<file path="config.mk">
export PLATFORM = sky130hd
export DESIGN_NAME = interp_mac_scheduler
export DESIGN_NICKNAME = d
export VERILOG_FILES = /design/src/rtl/interp_mac_scheduler.sv
export SDC_FILE = /design/constraint.sdc
export NUM_CORES = 1
export LEC_CHECK = 0
export ABC_AREA = 1
export CAP_MARGIN = 20
export CORE_ASPECT_RATIO = 0.6
export CORE_MARGIN = 2
export CORE_UTILIZATION = 50
export CTS_CLUSTER_SIZE = 14
export DETAILED_ROUTE_END_ITERATION = 8
export PLACE_DENSITY = 0.74
export SLEW_MARGIN = 20
export SYNTH_ARGS = -nofsm -noshare
export SYNTH_HDL_FRONTEND = slang
export SYNTH_SLANG_ARGS = --single-unit
</file>
<file path="constraint.sdc">
create_clock -name clk -period 2.25 [get_ports clk]
set_input_delay 0.5625 -clock clk [delete_from_list [all_inputs] [get_ports clk]]
set_output_delay 0.5625 -clock clk [all_outputs]
set_load 0.05 [all_outputs]
</file>
<file path="src/rtl/interp_mac_scheduler.sv">
// rtl/interp_mac_scheduler.sv - two-tap linear interpolation MAC scheduler for a shared multiplier
// Optional feature: define INTERP_OVERRUN_CNT_EN to count out_tick strobes dropped while busy.
module interp_mac_scheduler #(
  parameter int MULT_LAT = 3
) (
  input  logic        clk,
  input  logic        reset,
  input  logic        run,
  input  logic        din_en,
  input  logic [23:0] l_data_in,
  input  logic [23:0] r_data_in,
  input  logic        out_tick,
  output logic        mult_ce,
  output logic [23:0] mult_a,
  output logic [10:0] mult_b,
  input  logic [34:0] mult_p,
  output logic        dout_valid,
  output logic [35:0] l_data_out,
  output logic [35:0] r_data_out,
  output logic [7:0]  overrun_cnt
);

  typedef enum logic [2:0] {IDLE, COEF, ISSUE, DRAIN, DONE} state_t;

  // step counts cycles since the first operand pair was issued; product k returns at step k+LAT
  localparam logic [3:0]  LAT       = 4'(MULT_LAT);
  localparam logic [3:0]  LAST_STEP = 4'(MULT_LAT + 3);
  localparam logic [10:0] CNT_MAX   = 11'd2047;

  state_t      state_q, state_d;
  logic [10:0] cnt_q, cnt_d;
  logic [10:0] pmax_q, pmax_d;
  logic [23:0] l_s0_q, l_s0_d, l_s1_q, l_s1_d;
  logic [23:0] r_s0_q, r_s0_d, r_s1_q, r_s1_d;
  logic [10:0] a_q, a_d, max_q, max_d;
  logic [23:0] sl0_q, sl0_d, sl1_q, sl1_d, sr0_q, sr0_d, sr1_q, sr1_d;
  logic [10:0] c0_q, c0_d, c1_q, c1_d;
  logic [3:0]  step_q, step_d;
  logic [35:0] acc_l_q, acc_l_d, acc_r_q, acc_r_d;
  logic        mult_ce_q, mult_ce_d;
  logic [23:0] mult_a_q, mult_a_d;
  logic [10:0] mult_b_q, mult_b_d;
  logic        dout_valid_q, dout_valid_d;
  logic [35:0] l_out_q, l_out_d, r_out_q, r_out_d;
  logic [10:0] coef0, coef1;
  logic [35:0] p_ext;

  assign p_ext       = {mult_p[34], mult_p};
  assign mult_ce     = mult_ce_q;
  assign mult_a      = mult_a_q;
  assign mult_b      = mult_b_q;
  assign dout_valid  = dout_valid_q;
  assign l_data_out  = l_out_q;
  assign r_data_out  = r_out_q;

  // Period counter and two-deep sample history per channel
  always_comb begin
    cnt_d  = cnt_q;
    pmax_d = pmax_q;
    l_s0_d = l_s0_q;
    l_s1_d = l_s1_q;
    r_s0_d = r_s0_q;
    r_s1_d = r_s1_q;
    if (!run) begin
      cnt_d = 11'd0;
    end else if (din_en) begin
      cnt_d = 11'd0;
    end else if (cnt_q != CNT_MAX) begin
      cnt_d = cnt_q + 11'd1;
    end
    if (din_en) begin
      pmax_d = cnt_q;
      l_s1_d = l_s0_q;
      l_s0_d = l_data_in;
      r_s1_d = r_s0_q;
      r_s0_d = r_data_in;
    end
  end

  // Interpolation weights: distance into the period weights the newest sample
  always_comb begin
    coef0 = a_q;
    coef1 = max_q - a_q;
    if (max_q == 11'd0) begin
      coef0 = 11'd0;
      coef1 = 11'd0;
    end else if (a_q > max_q) begin
      coef0 = max_q;
      coef1 = 11'd0;
    end
  end

  // Sequencer: snapshot, coefficients, four issues, drain, publish
  always_comb begin
    state_d      = state_q;
    a_d          = a_q;
    max_d        = max_q;
    sl0_d        = sl0_q;
    sl1_d        = sl1_q;
    sr0_d        = sr0_q;
    sr1_d        = sr1_q;
    c0_d         = c0_q;
    c1_d         = c1_q;
    step_d       = step_q;
    acc_l_d      = acc_l_q;
    acc_r_d      = acc_r_q;
    mult_ce_d    = 1'b0;
    mult_a_d     = mult_a_q;
    mult_b_d     = mult_b_q;
    dout_valid_d = 1'b0;
    l_out_d      = l_out_q;
    r_out_d      = r_out_q;

    case (state_q)
      IDLE: begin
        if (out_tick) begin
          a_d     = cnt_q;
          max_d   = pmax_q;
          sl0_d   = l_s0_q;
          sl1_d   = l_s1_q;
          sr0_d   = r_s0_q;
          sr1_d   = r_s1_q;
          state_d = COEF;
        end
      end
      COEF: begin
        c0_d      = coef0;
        c1_d      = coef1;
        mult_a_d  = sl0_q;
        mult_b_d  = coef0;
        mult_ce_d = 1'b1;
        step_d    = 4'd0;
        state_d   = ISSUE;
      end
      ISSUE: begin
        mult_ce_d = 1'b1;
        step_d    = step_q + 4'd1;
        case (step_q)
          4'd0: begin
            mult_a_d = sl1_q;
            mult_b_d = c1_q;
          end
          4'd1: begin
            mult_a_d = sr0_q;
            mult_b_d = c0_q;
          end
          4'd2: begin
            mult_a_d = sr1_q;
            mult_b_d = c1_q;
          end
          default: state_d = DRAIN;
        endcase
      end
      DRAIN: begin
        mult_ce_d = 1'b1;
        step_d    = step_q + 4'd1;
        if (step_q == LAST_STEP) begin
          mult_ce_d    = 1'b0;
          dout_valid_d = 1'b1;
          l_out_d      = acc_l_q;
          r_out_d      = acc_r_q + p_ext;
          state_d      = DONE;
        end
      end
      DONE: begin
        state_d = IDLE;
      end
      default: state_d = IDLE;
    endcase

    // Products return in issue order: L s0, L s1, R s0, R s1
    if (state_q == ISSUE || state_q == DRAIN) begin
      if (step_q == LAT) begin
        acc_l_d = p_ext;
      end else if (step_q == LAT + 4'd1) begin
        acc_l_d = acc_l_q + p_ext;
      end else if (step_q == LAT + 4'd2) begin
        acc_r_d = p_ext;
      end
    end

    // run low abandons the sequence; published results stay as they were
    if (!run) begin
      state_d      = IDLE;
      mult_ce_d    = 1'b0;
      dout_valid_d = 1'b0;
      l_out_d      = l_out_q;
      r_out_d      = r_out_q;
    end
  end

  // State and datapath registers
  always_ff @(posedge clk) begin
    if (reset) begin
      state_q      <= IDLE;
      cnt_q        <= 11'd0;
      pmax_q       <= 11'd0;
      l_s0_q       <= 24'd0;
      l_s1_q       <= 24'd0;
      r_s0_q       <= 24'd0;
      r_s1_q       <= 24'd0;
      a_q          <= 11'd0;
      max_q        <= 11'd0;
      sl0_q        <= 24'd0;
      sl1_q        <= 24'd0;
      sr0_q        <= 24'd0;
      sr1_q        <= 24'd0;
      c0_q         <= 11'd0;
      c1_q         <= 11'd0;
      step_q       <= 4'd0;
      acc_l_q      <= 36'd0;
      acc_r_q      <= 36'd0;
      mult_ce_q    <= 1'b0;
      mult_a_q     <= 24'd0;
      mult_b_q     <= 11'd0;
      dout_valid_q <= 1'b0;
      l_out_q      <= 36'd0;
      r_out_q      <= 36'd0;
    end else begin
      state_q      <= state_d;
      cnt_q        <= cnt_d;
      pmax_q       <= pmax_d;
      l_s0_q       <= l_s0_d;
      l_s1_q       <= l_s1_d;
      r_s0_q       <= r_s0_d;
      r_s1_q       <= r_s1_d;
      a_q          <= a_d;
      max_q        <= max_d;
      sl0_q        <= sl0_d;
      sl1_q        <= sl1_d;
      sr0_q        <= sr0_d;
      sr1_q        <= sr1_d;
      c0_q         <= c0_d;
      c1_q         <= c1_d;
      step_q       <= step_d;
      acc_l_q      <= acc_l_d;
      acc_r_q      <= acc_r_d;
      mult_ce_q    <= mult_ce_d;
      mult_a_q     <= mult_a_d;
      mult_b_q     <= mult_b_d;
      dout_valid_q <= dout_valid_d;
      l_out_q      <= l_out_d;
      r_out_q      <= r_out_d;
    end
  end

`ifdef INTERP_OVERRUN_CNT_EN
  logic [7:0] ovr_q, ovr_d;

  // Saturating count of output ticks that arrive while a sequence is in flight
  always_comb begin
    ovr_d = ovr_q;
    if (run && out_tick && state_q != IDLE && ovr_q != 8'hFF) begin
      ovr_d = ovr_q + 8'd1;
    end
  end

  // Overrun counter register, cleared only by reset
  always_ff @(posedge clk) begin
    if (reset) begin
      ovr_q <= 8'd0;
    end else begin
      ovr_q <= ovr_d;
    end
  end

  assign overrun_cnt = ovr_q;
`else
  assign overrun_cnt = 8'd0;
`endif

endmodule

</file>
### After elaboration in Yosys (flattened, before gate mapping)

Index checks and enable logic that the tools add are counted.

* add/sub/neg operators: 5
* mux-type cells: 18
* equality and inequality tests: 15
* reduce and logical (&&, ||, !) cells: 21
* magnitude comparators: 1
* bitwise logic cells: 4

Operators by type and width (count)
* $mux W36: 2
* $pmux W24 S3: 1
* $pmux W24 S2: 1
* $mux W11: 4
* $pmux W11 S2: 2
* $add A35 B35 Y36: 1
* $add A36 B36 Y36: 1
* $eq A4 B3 Y1 const B: 3
* $pmux W3 S4: 1
* $add A11 B1 Y11 const B: 1
* $gt A11 B11 Y1: 1
* $logic_not A11 Y1: 1
* $ne A11 B11 Y1 const B: 1
* $sub A11 B11 Y11: 1
* $mux W3: 3
* $reduce_or A3 Y1: 3
* $eq A4 B2 Y1 const B: 2
* $pmux W4 S2: 1
* $reduce_and A2 Y1: 4
* $reduce_or A2 Y1: 4
* $eq A3 B2 Y1 const B: 2
* $ne A2 B2 Y1 const B: 3
* $reduce_and A3 Y1: 2
* $reduce_bool A2 Y1: 3
* other kinds (12): 16

* bits in registers: 445
* input bits: 88
* output and inout bits: 117
* word-level logic and storage cells: 88

### Logic depth before layout (Yosys ltp)

* depth after elaboration: 4
* depth in mapped cells: 16
* gate-level depth less buffers: 16

### Least setup slack after synthesis

Ideal clock, no wire load.

* kind: input-to-reg
* start point: in mult_p[0]
* end point: reg acc_l_q[24]
* arrival time: 2052 ps
* stages on the path: 15
* setup slack: 66 ps
* path buffers: 0
* required time: 2118 ps
* setup time: 132 ps
* path through: ha_1 inv_1 fa_1 inv_1 nand3_1 nand3_1 nand2_1 nand2_1 nand2_1 nand2_1 nand2_1 nand3_1 nand3_1 nand2_1 a21oi_1

* cells in the longest elaborated chain, start to end: 3

RTL lines
* start: declaration: RTL line 16 `input logic [34:0] mult_p,`
* $add A36 B36 Y36: RTL line 176 `acc_l_d = acc_l_q + p_ext;`
* $mux W36: RTL line 175 `end else if (step_q == LAT + 4'd1) begin`
* $mux W36: RTL line 173 `if (step_q == LAT) begin`
* end signal: assignment: RTL line 236 `acc_l_q <= acc_l_d;`
* end: declaration: RTL line 39 `logic [35:0] acc_l_q, acc_l_d, acc_r_q, acc_r_d;`

Every way passes these cells. The select of a mux whose other input is x is not followed.
A chain may end at the register's enable or synchronous reset.

### Worst setup path after layout

* start point: in mult_p[17]
* end point: reg r_out_q[33] (netlist: r_data_out[33])

* cells in the longest elaborated chain, start to end: 1

RTL lines
* $add A35 B35 Y36: RTL line 161 `r_out_d = acc_r_q + p_ext;`
* end signal: assignment: RTL line 243 `r_out_q <= r_out_d;`
* end: declaration: RTL line 44 `logic [35:0] l_out_q, l_out_d, r_out_q, r_out_d;`

Every way passes these cells.

==> impl_metrics.json <==
{
  "grt_pass1_vias": 21285,
  "finClkSkew_ns": 0.0184,
  "placedCellCount": 4131,
  "routedWlPerCell_um": 18.7,
  "num-nets-final": 3778,
  "cts_tree": "done",
  "p_leak_nw": 13.4,
  "cts.sinks": 445,
  "status": "finished clean",
  "synth_common_cells": "nor2_1, o21ai_0, dfxtp_1",
  "max_stage_delay_ns": 0.42,
  "start_util_pct": 50.6,
  "yosysTopAreaCellShare_pct": 40.8,
  "drt_iter0_markers": 2454,
  "yosysWarningCount": 0,
  "cts_root_buffer": "clkbuf_16",
  "end_kind": "flop",
  "final-max-slew-violation-count": 0,
  "tightest_slew_ns": 0.712,
  "critPathMostFrequentCell": "nor2_1",
  "synth-edff-count": 0,
  "instances_no_fill": 4213,
  "die_h_um": 166,
  "gp_congestion": 1.05,
  "grt_first_pass_wirelength_mm": 119,
  "rsz0062_at_grt": "true",
  "syn-cell-area_mm2": 0.0218,
  "routed_wl_mm": 78.8,
  "grt_max_degree": 99,
  "critPathRequiredTime_ns": 2.71,
  "antenna_left": 0,
  "max_slew_margin_pct": 52.5,
  "vias": 23421,
  "powerDensity_mw_per_mm2": 626,
  "synth_ff_type": "dfxtp_1",
  "slowest_stage": "clkdlybuf4s50_1",
  "ir_worst_vdd_mv": 0.684,
  "synthCells": 3190,
  "grt_usage_pct": 33.2,
  "clkLatencyLatePin_ns": 0.58,
  "min-delay-path-class": "input pin to flop",
  "cts_buffers": 42,
  "overflow": 0,
  "antenna_found_initial": 7,
  "async_flop_share_pct": 0,
  "fin_crit_sh_pct": 99.1,
  "drt_first_pass_iters": 8,
  "report.final.hold_viol_count": 0,
  "seq_area_frac_synth_pct": 40.8,
  "critPathLaunchType": "input pin",
  "crit_chain": "clkdlybuf4s50_1 > buf_6 > ha_4 > nand2_1 > buf_4 > nor2_1 > inv_1 > buf_4 > nor3_1 > nand2_2 > nand3_1 > nand2_1 > nor2_1 > nor2_1",
  "port_buffers": 196,
  "yosys-top-cells-area": "dfxtp_1, nor2_1, o21ai_0",
  "h-tree-depth": 2,
  "core_mm2": 0.0432,
  "maxCapViolCount": 0,
  "rows": 59,
  "synth.most_common_cell": "nor2_1",
  "fp.dieW_um": 274,
  "setup.worst_path.class": "input pin to flop",
  "areaGrowthSynthToFinish_pct": 32.7,
  "fin_crit_ns": 2.23,
  "die_area_mm2": 0.0454,
  "drive_gt1_share_pct": 17.5,
  "dpl.hpwl_mm": 57.6,
  "vias_per_cell": 5.56,
  "drc": 0,
  "cts.clk_slew.worst_paths_ns": 0.07,
  "setup_viol": 0,
  "synth.avg_cell_area_um2": 6.85,
  "cp.arrival_ns": 2.69,
  "fmax_mhz": 448,
  "synth_cell_type_count": 44,
  "ioPinCount": 205,
  "ys_seq_elements": 445,
  "tns_ns": 0,
  "cp_max_fo": 4,
  "yosys.area.top_type": "dfxtp_1",
  "cts_buffer_depth": 3
}
-- layout by cell type, fill, tap and decap left out, types with 10 or more instances in the layout --
| master | synthesis | routed |
|---|---|---|
| xnor2_1 | 10 | 10 |
| ha_1 | 86 | 44 |
| inv_1 | 311 | 308 |
| nand4_1 | 10 | 10 |
| a21oi_2 | 0 | 36 |
| ha_4 | 0 | 36 |
| inv_2 | 8 | 10 |
| nor3_2 | 2 | 14 |
| buf_12 | 0 | 16 |
| nand3_1 | 109 | 100 |
| clkdlybuf4s50_1 | 0 | 66 |
| dfxtp_1 | 445 | 441 |
| o211ai_1 | 11 | 11 |
| clkbuf_16 | 0 | 43 |
| o21ai_1 | 3 | 23 |
| a21oi_1 | 346 | 303 |
| xor2_1 | 24 | 24 |
| o21ai_0 | 457 | 431 |
| nor3_1 | 25 | 10 |
| nor2_1 | 635 | 599 |
| a31oi_1 | 15 | 15 |
| o22ai_1 | 11 | 11 |
| dlymetal6s2s_1 | 0 | 10 |
| nand2_2 | 2 | 48 |
| nand2_1 | 443 | 393 |
| nor2_2 | 0 | 27 |
| dlygate4sd2_1 | 0 | 114 |
| buf_4 | 8 | 309 |
| clkbuf_1 | 129 | 11 |
-- timing repair --
action                                  CTS  global route
endpoints found under the setup margin  178            95
pin swaps                                10            41
buffers inserted                          2             3
resized for setup                       187           238
hold buffers                              0             0
-- critical path: cells and delay by family --
kind | cells | cell delay (ns)
buffers and inverters | 5 | 0.99
adder cells (fa/ha/maj) | 1 | 0.29
AND/OR/NAND/NOR | 8 | 0.84
-- through the flow --
| step | setup slack (ns) | total power, W | cell area [µm²] | utilization, % | hold WS (ns) |
|---|---|---|---|---|---|
| 6_report | 0.0192 | 0.0181 | 29000 | 67.1 | 0.438 |
| 5_1_grt | -0.125 | 0.0188 | 29000 | 67.1 | 0.447 |
| 4_1_cts | -0.0218 | 0.0180 | 28000 | 64.8 | 0.401 |
| 3_5_place_dp | -0.835 | 0.0111 | 26500 | 61.4 | 0.431 |
| 3_3_place_gp | -0.851 | 0.0110 | 26500 | 61.4 | 0.426 |
| 2_1_floorplan | 0.0659 | 0.0100 | 21900 | - | 0.420 |
-- sequential cells by signal, indices dropped and copies added (netlist names), 24 cells and up --
name / count
r_data_out: 36
sl0_q: 24
acc_r_q: 35
sr1_q: 24
mult_a: 24
sl1_q: 24
l_s1_q: 24
sr0_q: 24
r_s1_q: 24
l_data_out: 36
l_s0_q: 24
acc_l_q: 36
r_s0_q: 24
-- cell families after synthesis --
group                      Yosys count  synth area share (%)
AOI/OAI and AO/OA                  893                  21.4
xor gates and xnor gates            34                  1.36
adders and majority gates           89                  5.20
buffers and inverters              485                  8.60
DFF                                445                  40.8
other                                1                0.0172
and+or+nand+nor                   1243                  22.6
-- layer usage --
metal	up-vias	share of wire [%]	global-route usage, %
li1	11254	-	-
met4	2	1.5	7.10
met1	10913	48	51.8
met3	101	12	10.2
met2	1151	39	43.8
met5	-	0.015	0
-- cell type report --
cell class                 instances  area, µm²
tap                              579        724
clock buffer                      61       1210
clock inverter                    12       93.8
fill                            3792      14200
timing repair buffer             525       4530
inverter                         320       1210
multi-input combinational       2267      12300
sequential                       445       8910
antenna                            4       10.0
-- final timing paths --
| check | from | endpoint | slack (ns) | cells after the start |
|---|---|---|---|---|
| worst max-delay path | mult_p[17] | r_data_out[33] | 0.02 | 14 |
| worst min-delay path | reset | state_q[1] | 0.44 | 4 |
| worst max register to register | step_q[3] | mult_a[6] | 0.06 | 10 |
| worst min register to register | sl0_q[18] | sl0_q[18] | 0.44 | 2 |
-- report_power, final --
| part | internal [W] | switching (W) | leakage [nW] |
|---|---|---|---|
| clock network | 0.00377 | 0.00327 | 0.647 |
| logic | 0.00101 | 0.00166 | 9.08 |
| registers | 0.00824 | 0.000206 | 3.64 |
| total | 0.0130 | 0.00513 | 13.4 |
(Power assumes the default switching activity.)
